**src/rtl/uart_tx_fifo.sv**
```systemverilog
// Byte FIFO feeding a UART transmitter through a single-cycle write strobe / busy handshake.
// Optional build macro UART_TX_CRLF_EN inserts a CR (0x0D) ahead of every LF (0x0A).
module uart_tx_fifo #(
    parameter int DEPTH_LOG2 = 4
) (
    input  logic                  sys_clk_i,
    input  logic                  sys_rstn_i,
    input  logic                  wr_en_i,
    input  logic [7:0]            wr_dat_i,
    output logic                  full_o,
    output logic                  empty_o,
    output logic [DEPTH_LOG2:0]   level_o,
    output logic                  overflow_o,
    input  logic                  clr_ovf_i,
    input  logic                  uart_busy_i,
    output logic                  uart_wr_o,
    output logic [7:0]            uart_dat_o
);

    localparam int                  DEPTH      = 1 << DEPTH_LOG2;
    localparam logic [DEPTH_LOG2:0] FULL_COUNT = (DEPTH_LOG2 + 1)'(DEPTH);
    localparam logic [DEPTH_LOG2:0] COUNT_ONE  = (DEPTH_LOG2 + 1)'(1);
    localparam logic [DEPTH_LOG2-1:0] PTR_ONE  = DEPTH_LOG2'(1);

    typedef enum logic [1:0] {
        IDLE,
        WAIT_ACK,
        WAIT_DONE
    } state_t;

    state_t                state;
    state_t                state_next;
    logic [7:0]            mem [DEPTH];
    logic [DEPTH_LOG2-1:0] wr_ptr;
    logic [DEPTH_LOG2-1:0] rd_ptr;
    logic [DEPTH_LOG2:0]   count;
    logic                  overflow;
    logic                  uart_wr;
    logic [7:0]            uart_dat;
    logic                  full;
    logic                  empty;
    logic                  push;
    logic                  drop;
    logic                  pop;
    logic                  issue;
    logic [7:0]            head;
    logic [7:0]            issue_dat;

    assign full    = (count == FULL_COUNT);
    assign empty   = (count == '0);
    assign push    = wr_en_i & ~full;
    assign drop    = wr_en_i & full;
    assign head    = mem[rd_ptr];

    assign full_o     = full;
    assign empty_o    = empty;
    assign level_o    = count;
    assign overflow_o = overflow;
    assign uart_wr_o  = uart_wr;
    assign uart_dat_o = uart_dat;

`ifdef UART_TX_CRLF_EN
    logic cr_sent;
`endif

    // WAIT_ACK covers the cycle between strobe and the transmitter raising busy,
    // so the same byte is never issued twice.
    always_comb begin
        state_next = state;
        issue      = 1'b0;
        pop        = 1'b0;
        issue_dat  = head;
        case (state)
            IDLE: begin
                if (!empty && !uart_busy_i) begin
                    issue      = 1'b1;
                    state_next = WAIT_ACK;
`ifdef UART_TX_CRLF_EN
                    if (head == 8'h0A && !cr_sent) begin
                        issue_dat = 8'h0D;
                    end else begin
                        pop = 1'b1;
                    end
`else
                    pop = 1'b1;
`endif
                end
            end
            WAIT_ACK: begin
                if (uart_busy_i) begin
                    state_next = WAIT_DONE;
                end
            end
            WAIT_DONE: begin
                if (!uart_busy_i) begin
                    state_next = IDLE;
                end
            end
            default: begin
                state_next = IDLE;
            end
        endcase
    end

    always_ff @(posedge sys_clk_i or negedge sys_rstn_i) begin
        if (!sys_rstn_i) begin
            state <= IDLE;
        end else begin
            state <= state_next;
        end
    end

    // Storage is not reset; only pointers and count define what is valid.
    always_ff @(posedge sys_clk_i) begin
        if (push) begin
            mem[wr_ptr] <= wr_dat_i;
        end
    end

    always_ff @(posedge sys_clk_i or negedge sys_rstn_i) begin
        if (!sys_rstn_i) begin
            wr_ptr <= '0;
            rd_ptr <= '0;
            count  <= '0;
        end else begin
            if (push) begin
                wr_ptr <= wr_ptr + PTR_ONE;
            end
            if (pop) begin
                rd_ptr <= rd_ptr + PTR_ONE;
            end
            case ({push, pop})
                2'b10:   count <= count + COUNT_ONE;
                2'b01:   count <= count - COUNT_ONE;
                default: count <= count;
            endcase
        end
    end

    // A drop in the same cycle as a clear keeps the flag set.
    always_ff @(posedge sys_clk_i or negedge sys_rstn_i) begin
        if (!sys_rstn_i) begin
            overflow <= 1'b0;
        end else if (drop) begin
            overflow <= 1'b1;
        end else if (clr_ovf_i) begin
            overflow <= 1'b0;
        end
    end

    always_ff @(posedge sys_clk_i or negedge sys_rstn_i) begin
        if (!sys_rstn_i) begin
            uart_wr  <= 1'b0;
            uart_dat <= 8'h00;
        end else begin
            uart_wr <= issue;
            if (issue) begin
                uart_dat <= issue_dat;
            end
        end
    end

`ifdef UART_TX_CRLF_EN
    // Set when a CR has gone out for the LF at the head; cleared once that LF pops.
    always_ff @(posedge sys_clk_i or negedge sys_rstn_i) begin
        if (!sys_rstn_i) begin
            cr_sent <= 1'b0;
        end else if (issue) begin
            cr_sent <= ~pop;
        end
    end
`endif

endmodule
```
**config.mk**
```make
export PLATFORM = sky130hd
export DESIGN_NAME = uart_tx_fifo
export DESIGN_NICKNAME = d
export VERILOG_FILES = /design/src/rtl/uart_tx_fifo.sv
export SDC_FILE = /design/constraint.sdc
export NUM_CORES = 1
export LEC_CHECK = 0
export CORE_MARGIN = 1.5
export CORE_UTILIZATION = 45
export CTS_CLUSTER_DIAMETER = 80
export DETAILED_ROUTE_END_ITERATION = 6
export MAX_ROUTING_LAYER = met4
export PLACE_DENSITY = 0.58
export SYNTH_ARGS = -nofsm -noshare
export SYNTH_HDL_FRONTEND = slang
export SYNTH_SLANG_ARGS = --single-unit
```
**constraint.sdc**
```tcl
create_clock -name sys_clk_i -period 5.4 [get_ports sys_clk_i]
set_input_delay 1.08 -clock sys_clk_i [delete_from_list [all_inputs] [get_ports sys_clk_i]]
set_output_delay 1.08 -clock sys_clk_i [all_outputs]
set_load 0.02 [all_outputs]
```
Word level (Yosys, flattened, before mapping) --
Memory sizes are Yosys's and may differ from the RTL's. A register that Yosys moved wholly into a read port is not among the register bits. Index checks and enable logic that the tools add are counted.
Cells by class: $add $sub $neg 4, eq/ne operators 8, mux-type cells 11, bitwise operators 3, reductions and logical operators 9
Operators with widths (count):
- 5-bit case mux with 2 select lines | 1
- 4-bit by 1-bit adder with 4-bit output, second input constant | 2
- 1-bit 2-to-1 mux | 6
- 2-bit 2-to-1 mux | 3
- 2-bit inequality test, second input constant | 3
- 2-bit case mux with 3 select lines | 1
- 5-bit by 1-bit adder with 5-bit output, second input constant | 1
- 5-bit equality test, second input constant | 1
- 5-bit zero test | 1
- 5-bit by 1-bit subtractor with 5-bit output, second input constant | 1
- 2-bit by 1-bit equality test with 1-bit output, second input constant | 2
- 2-bit equality test, second input constant | 2
- 2-bit nonzero test | 2
- 1-bit zero test | 3
- 3-bit AND reduction | 1
- 1-bit AND | 2
- 2-bit zero test | 1
- 1-bit logical AND | 1
- 1-bit NOT | 1
Word-level totals: flip-flop bits (word level) 17, RAM bits 128, output and inout bits 17, memories 1
Memories:
- mem | words 16, width 8, read ports 1, clocked after memory_dff 1, write ports 1, RTL line 33 | logic [7:0] mem [DEPTH];

Logic depth before layout (Yosys ltp) --
word-level depth 7, mapped depth 9

Least setup slack after synthesis --
Ideal clock, no wire load.
path kind in2reg, from in uart_busy_i, to reg count[4] (netlist: level_o[4]), data arrival time 3.036 ns, data required time 5.319 ns, path slack 2.283 ns, cell stages on the path 9, path buffers 1, cell sequence or3_1 -> a21oi_1 -> buf_2 -> ha_1 -> ha_1 -> a21o_1 -> a21oi_1 -> mux2i_1 -> xnor2_1
Between the ends: cells in the longest elaborated chain, start to end 6, elaborated cells between the ends (all ways) 8
Ends and longest elaborated chain:
- from (decl) | RTL line 15 | input logic uart_busy_i,
- 1-bit zero test (*)
- 1-bit logical AND (*) | RTL line 75 | if (!empty && !uart_busy_i) begin
- 1-bit 2-to-1 mux (*) (2 in a row)
- via issue | RTL line 45 | logic issue;
- 2-bit by 1-bit equality test with 1-bit output or 2-bit equality test (tied branches) | RTL line 132 | case ({push, pop})
- 5-bit case mux with 2 select lines or 2-bit nonzero test (tied branches)
- to (signal assigned) | RTL line 133 | 2'b10: count <= count + COUNT_ONE;
- to (signal assigned) | RTL line 134 | 2'b01: count <= count - COUNT_ONE;
- to (signal assigned) | RTL line 135 | default: count <= count;
- to (decl) | RTL line 36 | logic [DEPTH_LOG2:0] count;
The timed path passes the listed nets; every way through them passes the cells marked *. A chain may end at the register's enable or synchronous reset.

Worst setup path in the final report --
from reg count[1] (netlist: level_o[1]), to out full_o
Between the ends: cells in the longest elaborated chain, start to end 1
Ends and longest elaborated chain:
- 5-bit equality test | RTL line 49 | assign full = (count == FULL_COUNT);
- to (decl) | RTL line 10 | output logic full_o,
No other way between the ends.

==> impl_metrics.json <==
{
  "drt_iter0_drc": 147,
  "vias_per_cell": 5.45,
  "crit_chain": "nor4_2 > and2_1 > clkdlybuf4s50_1",
  "totalWireLength_mm": 11.8,
  "tns_ps": 0,
  "leakage_nw": 2.50,
  "yosysSeqAreaShare_pct": 73.1,
  "dieArea_mm2": 0.0143,
  "crit_required_ps": 4320,
  "drive_above_1_share_pct": 19.4,
  "antenna_left": 0,
  "busiest_layer": "met2",
  "layout.nets": 376,
  "rsz0062_at_grt": "false",
  "die_height_um": 120,
  "rows": 42,
  "finalSetupViolCount": 0,
  "die_w_um": 120,
  "worstSetupPathType": "reg2out",
  "post_cts_buffers": 0,
  "final_area_mm2": 0.00727,
  "p_per_area_mw_per_mm2": 560,
  "crit_slowest_cell": "clkdlybuf4s50_1",
  "dp_slack_ps": 1720,
  "worstHoldPathType": "reg2reg",
  "grtUsageMet3_pct": 4.23,
  "routedWlPerCell_um": 21.8,
  "grtUsageTotal_pct": 19.0,
  "holdWs_ps": 486,
  "cts_made_buffers": 17,
  "cts_hold_buf": 0,
  "firstDrtPassIters": 6,
  "cts_resized": 0,
  "vdd_drop_max_uv": 258,
  "clk_latency_ps": 420,
  "async_flop_share_pct": 16.3,
  "hold_violations": 0,
  "cts-root-buf": "clkbuf_16",
  "gr-usage-met1_pct": 24.4,
  "initial_core_util_pct": 46.2,
  "port_buffers": 29,
  "cts.sinks": 153,
  "n_antenna_cell": 0,
  "synth_warnings": 0,
  "cts_tree": "built",
  "syn-num-nets": 336,
  "coreArea_mm2": 0.0132,
  "crit_path_start_kind": "register",
  "crit_arrival_ps": 2310,
  "ys_ff_latch": 153,
  "syn_inst": 313,
  "synth_edf_count": 128,
  "gr-total-overflow": 0,
  "cts_htree_levels": 4,
  "finalCritPeriodShare_pct": 62.7,
  "synthFlopType": "edfxtp_1",
  "report.final.slew_viol_count": 0,
  "syn_area_per_cell_um2": 19.5,
  "max_freq_mhz": 295,
  "worstMarginPinSlew_ps": 925,
  "critPathMaxStageDelay_ps": 610,
  "grt_max_degree": 36,
  "max-slew-margin-rel_pct": 38.1,
  "post-route-util_pct": 54.9,
  "dr_total_vias": 2953,
  "fill_cells": 1052,
  "cp_max_fo": 5,
  "place_congestion": 0.713,
  "grt_pass1_wl_mm": 18.5,
  "post-route-drc-count": 0,
  "synth_cell_types": 34,
  "synthesis.area_mm2": 0.00611,
  "min_period_ps": 3390,
  "path_clk_slew_ps": 60,
  "cap_violations": 0,
  "cts_buffer_depth": 2,
  "end_kind": "primary output",
  "io_pins": 30,
  "syn_to_final_growth_pct": 18.9,
  "place_area_mm2": 0.00659,
  "dp_hpwl_mm": 7.33,
  "fin_worst_skew_ps": 7.81,
  "status": "completed",
  "grt_util_met2_pct": 28.8,
  "first_global_vias": 3152,
  "antenna_found_initial": 0,
  "setup_ws_ps": 2010
}
## flip-flops by register name, indices dropped and copies added, names as in the netlist
register / count
wr_ptr: 4
uart_wr_o: 1
level_o: 5
state: 2
overflow_o: 1
uart_dat_o: 8
rd_ptr: 4
mem: 128
## synth_stat cells (2+ instances only)
cell / n / area share, %
edfxtp_1: 128 / 63
dfrtp_1: 25 / 10
mux4_2: 19 / 7.0
o22ai_1: 16 / 1.6
mux4_1: 13 / 5.6
nor2_1: 13 / 0.80
a21oi_1: 11 / 0.90
mux2_2: 10 / 1.8
nand2_1: 10 / 0.61
ha_1: 9 / 1.8
xnor2_1: 8 / 1.1
inv_1: 7 / 0.43
clkbuf_1: 5 / 0.31
buf_6: 4 / 0.74
nor3_1: 4 / 0.33
and2_1: 3 / 0.31
buf_2: 3 / 0.25
o21ai_0: 3 / 0.25
xor2_1: 3 / 0.43
a21o_1: 2 / 0.25
buf_1: 2 / 0.12
nand2b_1: 2 / 0.20
nand4_1: 2 / 0.20
## logic make-up after synthesis
logic type	Yosys count	share of synthesized area [%]
mux	43	14.6
xor+xnor	11	1.58
flops	153	73.1
buf+inv	22	1.96
simple gates	38	2.97
fa+ha+maj	10	2.17
compound gates	36	3.62
## worst max-delay path, delay by kind of cell, from the launching register on
kind                   cells  cell delay [ps]
and+or+nand+nor            2              830
DFF                        1              440
buffers and inverters      1              610
## power breakdown
| part | leakage, nW | total, mW | switching (mW) | internal (mW) |
|---|---|---|---|---|
| clock network | 0.325 | 1.36 | 0.453 | 0.908 |
| registers | 1.45 | 1.64 | 0.175 | 1.47 |
| logic | 0.730 | 1.07 | 0.534 | 0.532 |
## area by class of cell
type	instances	area, um^2	share of cell area, %
Sequential cell	153	4470	61.5
Timing Repair Buffer	36	343	4.72
Multi-Input combinational cell	138	1530	21.0
Clock buffer	18	429	5.90
Tap cell	176	220	3.03
Inverter	7	26.3	0.361
Clock inverter	14	251	3.46
## layout by cell type (no fill, tap or decap), types with 4 or more instances in the layout
| cell type | count |
|---|---|
| inv_1 | 7 |
| nor2_1 | 13 |
| buf_4 | 7 |
| mux4_2 | 19 |
| clkdlybuf4s50_1 | 29 |
| nor3_1 | 4 |
| clkbuf_16 | 17 |
| edfxtp_1 | 128 |
| mux4_1 | 13 |
| xnor2_1 | 8 |
| nand2_1 | 10 |
| bufinv_16 | 7 |
| dfrtp_1 | 23 |
| mux2_2 | 10 |
| o22ai_1 | 16 |
| ha_1 | 9 |
| a21oi_1 | 10 |
## per-layer routing
layer,routed length [um],vias up
met5,0,-
met1,5430,1546
met4,351,0
li1,-,1346
met2,5800,43
met3,236,18
## final timing paths
check,startpoint,to,slack [ps],cells after the start
max,level_o[1],full_o,2010,3
min,state[1],state[0],490,1
max reg2reg,level_o[1],level_o[4],2490,9
min reg2reg,state[1],state[0],490,1
max in group asynchronous,sys_rstn_i,rd_ptr[0],4100,2
min in group asynchronous,sys_rstn_i,level_o[0],1030,2
## stage by stage
stage / total power, mW / cells
after floorplan: 2.39 / 313
after global placement: 2.74 / 510
after detailed placement: 2.75 / 510
after CTS: 4.12 / 542
after global routing: 4.26 / 542
final: 4.07 / 542
Power figures use the tool's default switching activity.
